[src/rtl/node_mac_seq.sv]
// node_mac_seq: one neuron evaluated sequentially. Each accepted activation
// beat is multiplied by weight[idx] and folded into a running IEEE-754 single
// sum. One shared multiplier and one shared adder serve all inputs.
// Optional feature macro: NODE_MAC_SEQ_RELU_EN (sign-bit ReLU on the result).
// Handshakes: a beat moves when a_valid && a_ready; a result moves when
// n_valid && n_ready. A valid holder keeps its data stable until the transfer.
// Arithmetic: round-to-nearest-even; subnormals flush to signed zero;
// overflow gives signed infinity. NaN inputs are not propagated.

module float_mult (
  input  logic [31:0] a,
  input  logic [31:0] b,
  output logic [31:0] y
);
  logic              sign;
  logic [47:0]       prod;
  logic [24:0]       mant;
  logic              guard;
  logic              sticky;
  logic signed [9:0] exp;

  // Normalised significand product, then round-to-nearest-even.
  always_comb begin
    sign   = a[31] ^ b[31];
    prod   = {24'd0, 1'b1, a[22:0]} * {24'd0, 1'b1, b[22:0]};
    exp    = $signed({2'b00, a[30:23]}) + $signed({2'b00, b[30:23]}) - 10'sd127;
    if (prod[47]) begin
      mant   = {1'b0, prod[47:24]};
      guard  = prod[23];
      sticky = |prod[22:0];
      exp    = exp + 10'sd1;
    end else begin
      mant   = {1'b0, prod[46:23]};
      guard  = prod[22];
      sticky = |prod[21:0];
    end
    if (guard && (sticky || mant[0])) mant = mant + 25'd1;
    if (mant[24]) begin
      mant = mant >> 1;
      exp  = exp + 10'sd1;
    end
    y = {sign, exp[7:0], mant[22:0]};
    if (a[30:23] == 8'hFF || b[30:23] == 8'hFF || exp >= 10'sd255)
      y = {sign, 8'hFF, 23'd0};
    else if (a[30:23] == 8'd0 || b[30:23] == 8'd0 || exp <= 10'sd0 || !mant[23])
      y = {sign, 31'd0};
  end
endmodule

module float_adder (
  input  logic [31:0] a,
  input  logic [31:0] b,
  output logic [31:0] y
);
  logic [31:0]       big;
  logic [31:0]       sml;
  logic [7:0]        d8;
  logic [4:0]        dsh;
  logic [26:0]       mb;
  logic [26:0]       ms;
  logic [26:0]       ms_sh;
  logic [26:0]       mask;
  logic [27:0]       sum;
  logic              is_zero;
  logic signed [9:0] exp;
  logic [4:0]        lz;
  logic              found;
  logic [24:0]       mant;

  // Align the smaller operand (with sticky), add/subtract, normalise, round.
  always_comb begin
    if (a[30:0] >= b[30:0]) begin
      big = a;
      sml = b;
    end else begin
      big = b;
      sml = a;
    end
    d8    = big[30:23] - sml[30:23];
    mb    = {1'b1, big[22:0], 3'b000};
    ms    = {1'b1, sml[22:0], 3'b000};
    dsh   = 5'd0;
    mask  = 27'd0;
    if (d8 > 8'd26) begin
      // Whole smaller operand falls below the round bits: only sticky survives.
      ms_sh = 27'd1;
    end else begin
      dsh   = d8[4:0];
      mask  = (27'd1 << dsh) - 27'd1;
      ms_sh = (ms >> dsh) | {26'd0, |(ms & mask)};
    end
    if (big[31] == sml[31]) sum = {1'b0, mb} + {1'b0, ms_sh};
    else                    sum = {1'b0, mb} - {1'b0, ms_sh};
    is_zero = (sum == 28'd0);
    exp     = $signed({2'b00, big[30:23]});
    if (sum[27]) begin
      sum = {1'b0, sum[27:2], sum[1] | sum[0]};
      exp = exp + 10'sd1;
    end
    lz    = 5'd0;
    found = 1'b0;
    for (int i = 26; i >= 0; i--) begin
      if (!found && sum[i]) begin
        lz    = 5'(26 - i);
        found = 1'b1;
      end
    end
    sum  = sum << lz;
    exp  = exp - $signed({5'd0, lz});
    mant = {1'b0, sum[26:3]};
    if (sum[2] && (sum[1] || sum[0] || mant[0])) mant = mant + 25'd1;
    if (mant[24]) begin
      mant = mant >> 1;
      exp  = exp + 10'sd1;
    end
    y = {big[31], exp[7:0], mant[22:0]};
    if (a[30:23] == 8'd0 && b[30:23] == 8'd0) y = {a[31] & b[31], 31'd0};
    else if (sml[30:23] == 8'd0)               y = big;
    else if (big[30:23] == 8'hFF)              y = big;
    else if (is_zero)                          y = 32'd0;
    else if (exp >= 10'sd255)                  y = {big[31], 8'hFF, 23'd0};
    else if (exp <= 10'sd0 || !mant[23])       y = {big[31], 31'd0};
  end
endmodule

module node_mac_seq #(
  parameter int          N_IN  = 15,
  parameter logic [31:0] W_RST = 32'hBE273BB2
) (
  input  logic        clk,
  input  logic        rst_n,
  input  logic        start,
  input  logic        abort,
  input  logic        w_wr_en,
  input  logic [3:0]  w_addr,
  input  logic [31:0] w_data,
  input  logic        a_valid,
  input  logic [31:0] a_data,
  output logic        a_ready,
  output logic        n_valid,
  input  logic        n_ready,
  output logic [31:0] n_data,
  output logic        busy
);
  typedef enum logic [1:0] {IDLE = 2'd0, ACC = 2'd1, OUT = 2'd2} state_t;

  localparam logic [3:0] LAST_IDX = 4'(N_IN - 1);
  localparam logic [4:0] N_IN_W   = 5'(N_IN);

  state_t      state_q, state_d;
  logic [3:0]  idx_q, idx_d;
  logic [31:0] acc_q, acc_d;
  logic [31:0] n_data_q, n_data_d;
  logic [31:0] weight_q [N_IN];
  logic [31:0] weight_d [N_IN];
  logic [31:0] prod;
  logic [31:0] sum;

  float_mult  u_mult (.a(a_data), .b(weight_q[idx_q]), .y(prod));
  float_adder u_add  (.a(acc_q),  .b(prod),            .y(sum));

`ifdef NODE_MAC_SEQ_RELU_EN
  // Sign-bit rule: anything with bit 31 set (including -0) becomes +0.
  function automatic logic [31:0] post_op(input logic [31:0] v);
    return v[31] ? 32'd0 : v;
  endfunction
`else
  function automatic logic [31:0] post_op(input logic [31:0] v);
    return v;
  endfunction
`endif

  // Next-state, accumulation and weight-write logic.
  always_comb begin
    state_d  = state_q;
    idx_d    = idx_q;
    acc_d    = acc_q;
    n_data_d = n_data_q;
    weight_d = weight_q;
    case (state_q)
      IDLE: begin
        if (w_wr_en && ({1'b0, w_addr} < N_IN_W)) weight_d[w_addr] = w_data;
        if (start) begin
          state_d = ACC;
          idx_d   = 4'd0;
        end
      end
      ACC: begin
        if (abort) begin
          state_d = IDLE;
          idx_d   = 4'd0;
          acc_d   = 32'd0;
        end else if (a_valid) begin
          acc_d = (idx_q == 4'd0) ? prod : sum;
          idx_d = idx_q + 4'd1;
          if (idx_q == LAST_IDX) begin
            state_d  = OUT;
            idx_d    = 4'd0;
            n_data_d = post_op(acc_d);
          end
        end
      end
      OUT: begin
        if (abort) begin
          state_d = IDLE;
          idx_d   = 4'd0;
          acc_d   = 32'd0;
        end else if (n_ready) begin
          state_d = IDLE;
        end
      end
      default: state_d = IDLE;
    endcase
  end

  // State registers; reset restores every weight slot to W_RST.
  always_ff @(posedge clk or negedge rst_n) begin
    if (!rst_n) begin
      state_q  <= IDLE;
      idx_q    <= 4'd0;
      acc_q    <= 32'd0;
      n_data_q <= 32'd0;
      for (int i = 0; i < N_IN; i++) weight_q[i] <= W_RST;
    end else begin
      state_q  <= state_d;
      idx_q    <= idx_d;
      acc_q    <= acc_d;
      n_data_q <= n_data_d;
      weight_q <= weight_d;
    end
  end

  assign a_ready = (state_q == ACC);
  assign n_valid = (state_q == OUT);
  assign busy    = (state_q != IDLE);
  assign n_data  = n_data_q;
endmodule

[config.mk]
export PLATFORM = sky130hd
export DESIGN_NAME = node_mac_seq
export DESIGN_NICKNAME = d
export VERILOG_FILES = /design/src/rtl/node_mac_seq.sv
export SDC_FILE = /design/constraint.sdc
export NUM_CORES = 2
export LEC_CHECK = 0
export CORE_UTILIZATION = 49
export CTS_CLUSTER_SIZE = 20
export DETAILED_ROUTE_END_ITERATION = 12
export GPL_TIMING_DRIVEN = 1
export PLACE_DENSITY = 0.67
export SETUP_SLACK_MARGIN = 0.02
export SLEW_MARGIN = 25
export SYNTH_ARGS = -nofsm -noshare
export SYNTH_HDL_FRONTEND = slang
export SYNTH_SLANG_ARGS = --single-unit
[constraint.sdc]
create_clock -name clk -period 53.3 [get_ports clk]
set_input_delay 7.995 -clock clk [delete_from_list [all_inputs] [get_ports clk]]
set_output_delay 7.995 -clock clk [all_outputs]
set_load 0.03 [all_outputs]
# After elaboration in Yosys (flattened, before gate mapping)
# Index checks and enable logic that the tools add are counted.
[totals] regBits=550 elab_cells=254
[op_classes] add_sub_neg=14 mul=1 magnitude_cmp=10 n_eq_ne=12 n_shift=3 n_mux=100 n_bitwise=8 n_reduce_logical=87
[op_table] op="480-bit bitwise mux" n=1
[op_table] op="32-bit 2-to-1 mux" n=13
[op_table] op="32-bit binary-select mux with 4-bit select" n=1
[op_table] op="32-bit demux with 4-bit select" n=1
[op_table] op="31-bit 2-to-1 mux" n=4
[op_table] op="24-bit 2-to-1 mux" n=3
[op_table] op="32-bit case mux with 2 select lines" n=1
[op_table] op="5-bit 2-to-1 mux" n=11
[op_table] op="27-bit 2-to-1 mux" n=2
[op_table] op="4-bit 2-to-1 mux" n=13
[op_table] op="24-bit by 1-bit adder with 25-bit output (second input constant)" n=2
[op_table] op="25-bit 2-to-1 mux" n=2
[op_table] op="24-bit by 24-bit multiplier with 48-bit output" n=1
[op_table] op="8-bit zero test" n=5
[op_table] op="10-bit 2-to-1 mux" n=4
[op_table] op="31-bit >= comparator" n=1
[op_table] op="1-bit logical AND" n=31
[op_table] op="10-bit by 2-bit adder with 10-bit output (second input constant)" n=3
[op_table] op="1-bit 2-to-1 mux" n=29
[op_table] op="27-bit by 27-bit adder with 28-bit output" n=1
[op_table] op="1-bit zero test" n=28
[op_table] op="28-bit zero test" n=1
[op_table] op="28-bit 2-to-1 mux" n=1
[op_table] op="27-bit by 27-bit subtractor with 28-bit output" n=1
[op_table] op="46 further kinds" n=75

# Depth between registers and ports, before layout
[logic_depth] ltp_word=126 mapped_depth=126 mapped_depth_nobuf=108

# Cells and area by module
# A second synthesis with hierarchy kept.
[unflattened] cells_unflattened=6572 hier_area_um2=61169.9
[by_module_without_submodules] module="node_mac_seq" instances=1 cells_each=1703 area_each_um2=25067.8
[by_module_without_submodules] module="float_mult" instances=1 cells_each=2754 area_each_um2=22607.9
[by_module_without_submodules] module="float_adder" instances=1 cells_each=2115 area_each_um2=13494.2

# Least setup slack after synthesis
# No wires, ideal clock.
[synth_timing] kind="input -> register" start="input a_data[7]" end="register n_data_q[13] (netlist: n_data[13])" arrival_time_ns=30.847 required_time_ns=53.175 path_slack_ns=22.328 path_stages=108 path_cell_list="clkbuf_1 > clkbuf_1 > nand2_1 > fa_1 > inv_1 > fa_1 > inv_1 > fa_1 > inv_1 > fa_1 > fa_1 > fa_1 > inv_1 > fa_1 > inv_1 > ha_1 > buf_2 > a21oi_2 > [72 not listed] > a31o_1 > a211oi_2 > a21oi_1 > mux2_2 > nor2_1 > ha_1 > and2_1 > o2111ai_1 > a2111oi_4 > o21ai_2 > nor4b_4 > nand2_1 > buf_2 > nor2_1 > mux2i_1 > o2111ai_4 > a41o_1 > mux2_2"
[synth_via] elab_chain_cells=118 word_cells_on_any_way=172 cone_classes="add/sub: 10; mul: 1; order compare: 6; eq/ne: 2; shift: 3; mux: 77; bitwise: 3; reduce/logical: 70"
[synth_rtl] item="start: declaration" line="138" source="input logic [31:0] a_data,"
[synth_rtl] item="24-bit by 24-bit multiplier with 48-bit output *" line="25" source="prod = {24'd0, 1'b1, a[22:0]} * {24'd0, 1'b1, b[22:0]};"
[synth_rtl] item="parallel branches: the longest is 10 deep, another holds 24-bit by 1-bit adder with 25-bit output"
[synth_rtl] item="31-bit 2-to-1 mux *" line="43" source="if (a[30:23] == 8'hFF || b[30:23] == 8'hFF || exp >= 10'sd255)"
[synth_rtl] item="parallel branches: the longest is 105 deep, another holds 31-bit >= comparator"
[synth_rtl] item="32-bit 2-to-1 mux *" line="194" source="acc_d = (idx_q == 4'd0) ? prod : sum;"
[synth_rtl] item="end signal: assignment" line="228" source="n_data_q <= n_data_d;"
[synth_rtl] item="end: declaration" line="153" source="logic [31:0] n_data_q, n_data_d;"
# Every way passes the cells marked *.
# A chain may end at the register's enable or synchronous reset.

# Final worst setup path
[layout_timing] start="input a_data[1]" end="register n_data_q[2] (netlist: n_data[2])"
# The elaborated chain is that of the path after synthesis.

==> flow_summary.json <==
{
  "maxSlewHeadroom": 0.219,
  "yosys-mux-area-fraction": 0.157,
  "cts_htree_levels": 2,
  "cts_buffers": 51,
  "start_kind": "primary input",
  "critPathMaxStageDelay_ns": 1.07,
  "period_share": 0.687,
  "clock_latency_ns": 0.59,
  "seq_area_frac_synth": 0.237,
  "detailedPlace.worstSlack_ns": 16.60,
  "dr_total_vias": 49776,
  "wl_per_cell_um": 24.8,
  "max_freq_ghz": 0.0273,
  "synth-adder-area-share": 0.220,
  "syn_area_per_cell_um2": 9.37,
  "start_util": 0.496,
  "min_from": "n_data[31]$_DFFE_PN0P_",
  "ys.flop_type": "dfstp_2",
  "r2r-end": "n_data[2]$_DFFE_PN0P_",
  "grt_use_met2": 0.490,
  "final_nets": 7073,
  "reg2reg_slack_ns": 21.69,
  "synthXorXnorAreaFrac": 0.0190,
  "cts_resized": 0,
  "portBuffers": 109,
  "grtUsageTotal": 0.318,
  "worst_slew_pin_slew_ns": 1.16,
  "drtIter0Drc": 5318,
  "required_ns": 53.77,
  "path_clk_slew_ns": 0.06,
  "max_cap_viol_count": 0,
  "cts_root_buf": "clkbuf_16",
  "crit_path_frequent_cell": "a21oi_1",
  "gp_congestion": 0.977,
  "die_x_um": 351,
  "hpwlAfterDp_mm": 144,
  "gr-total-overflow": 0,
  "holdPathEnd": "n_data[31]$_DFFE_PN0P_",
  "synth_edf_count": 0,
  "grt_max_degree": 190,
  "drive_gt1_frac": 0.202,
  "pin_count": 110,
  "rr_worst_depth": 97,
  "use_met1": 0.460,
  "hp-class": "reg2reg",
  "setup_violations": 0,
  "final_antenna_net_count": 0,
  "hold_buffers": 0,
  "yosysWarnings": 0,
  "fin_crit_ns": 36.60,
  "first_global_vias": 49641,
  "yosys.area_share.simple": 0.158,
  "viasPerCell": 6.30,
  "netlist_area_um2": 59700,
  "fin_tns_setup_ns": 0,
  "cts_setup_buffers": 0,
  "grt_antenna_before_repair": 14,
  "holdPathStages": 2,
  "critical_path_peak_fanout": 33,
  "end_kind": "flop",
  "routed_wl_mm": 196,
  "grt-busiest-layer": "met2",
  "area_growth_pct": 7.10,
  "drcViolationCount": 0,
  "cpMaxStageDelayCell": "nor4_4",
  "synth-seq-cells": 550,
  "r2r_start": "idx_q[0]$_DFFE_PN0P_",
  "netlist_instances": 6368,
  "die_h_um": 351,
  "syn_nets": 7203,
  "rsz0062_at_grt": "false",
  "yosys.cell_types.count": 137,
  "crit_type": "in2reg",
  "clock_path_buffers": 3,
  "finClkSkew_ns": 0.0275,
  "timing.final.ws_setup_ns": 16.70,
  "grt_pass1_wl_mm": 302,
  "rows": 127,
  "design.die.area_um2": 123000,
  "met3_usage": 0.0568,
  "synth-compound-area-share": 0.139,
  "maxSlewViolCount": 0,
  "status": "finished, final reports clean",
  "fp.coreArea_um2": 120000,
  "hold_viol_final": 0,
  "clock-sinks": 550,
  "cts_tree": "built",
  "worst_hold_slack_ns": 0.487,
  "async_reset_ff_frac": 1.00,
  "dr.pass1.iters": 6,
  "critical_path_arrival_ns": 37.07,
  "synth_top_family_by_area": "adder cells"
}
## per-layer routing
metal,up-vias,share of wire
li1,21828,-
met1,25280,0.44
met2,2327,0.44
met3,331,0.091
met4,10,0.027
met5,-,0.00035
## flip-flops by register name, indices dropped and copies added (netlist names)
signal,flops
acc_q,32
idx_q,4
n_data,32
state_q,2
weight_q,480
## worst max-delay path: cells and delay by family
family / cells / cell delay (ns)
AOI/OAI and AO/OA: 49 / 11.69
buffers and inverters: 8 / 3.38
muxes: 1 / 0.34
and+or+nand+nor: 22 / 7.99
adders and majority gates: 13 / 5.56
## cell families (layout without fill, tap and decap cells)
family	Yosys count	count (layout)
mux	721	721
other cells	0	8
buf+inv	1083	995
simple gates	1922	1922
fa+ha+maj	760	760
xor+xnor	127	127
compound gates	1205	1205
flops	550	550
## layout by cell type (no fill, tap or decap), types with 42 or more instances in the layout
| cell | instances |
|---|---|
| a21o_1 | 42 |
| a21oi_1 | 273 |
| a31oi_1 | 42 |
| and2_1 | 255 |
| buf_4 | 90 |
| clkbuf_16 | 52 |
| clkdlybuf4s50_1 | 103 |
| dfrtp_1 | 262 |
| dfstp_2 | 285 |
| fa_1 | 485 |
| ha_1 | 275 |
| inv_1 | 684 |
| mux2_2 | 510 |
| mux2i_1 | 90 |
| mux4_2 | 118 |
| nand2_1 | 702 |
| nand3_1 | 118 |
| nand4_1 | 72 |
| nor2_1 | 362 |
| nor3_1 | 91 |
| nor4_1 | 48 |
| o211ai_1 | 62 |
| o21ai_0 | 236 |
| o21ai_1 | 55 |
| o31ai_1 | 46 |
| or3_1 | 45 |
| xnor2_1 | 74 |
| xor2_1 | 49 |
## worst max path at each step
stage / endpoint / slack, ns / from
2_1_floorplan: n_data[13]$_DFFE_PN0P_ / 22.33 / a_data[7]
3_3_place_gp: acc_q[16]$_DFFE_PN0P_ / 17.13 / a_data[1]
3_5_place_dp: n_data[2]$_DFFE_PN0P_ / 16.60 / a_data[1]
4_1_cts: n_data[2]$_DFFE_PN0P_ / 17.09 / a_data[1]
5_1_grt: acc_q[22]$_DFFE_PN0P_ / 14.89 / a_data[1]
6_report: n_data[2]$_DFFE_PN0P_ / 16.70 / a_data[1]
## per-stage QoR
step	cell area, um^2	util	cells
floorplan	59700	-	6368
global placement	62100	0.516	7795
detailed placement	62100	0.516	7795
CTS	63800	0.531	7890
global route	63900	0.531	7896
finish	63900	0.531	7900
## area by class of cell
type	instances	area [um^2]
flip-flops and latches	550	14100
fillers	10967	56400
clock inverters	22	267
diodes	8	20.0
well taps	1612	2020
multi-input cells	4735	41500
inverters	695	2610
repair buffers	205	1860
clock buffers	73	1500
## cells in the mapped netlist, drive strengths merged, types with 26 or more instances
cell / instances / area [um^2]
o21a: 28 / 211
dfstp: 285 / 7490
nand2: 715 / 2700
dfrtp: 265 / 6630
nor3: 99 / 532
nor2: 372 / 1410
nand2b: 36 / 225
a31oi: 46 / 307
buf: 109 / 543
a21o: 42 / 315
nand4: 75 / 505
mux2i: 91 / 915
ha: 275 / 3440
inv: 688 / 2580
clkbuf: 279 / 1050
a211oi: 49 / 430
a21oi: 282 / 1460
o21ai: 296 / 1510
xor2: 50 / 438
and2: 256 / 1600
o22ai: 26 / 175
fa: 485 / 9710
o221ai: 34 / 298
mux2: 512 / 5770
or3: 46 / 293
nor4: 53 / 389
nand3: 121 / 616
o211ai: 64 / 490
xnor2: 76 / 673
o31ai: 49 / 383
mux4: 118 / 2660
and3: 27 / 174
Power is left out: the tool's default activity adds up to more than one toggle a clock period on the data nets, which glitch-free logic cannot reach.
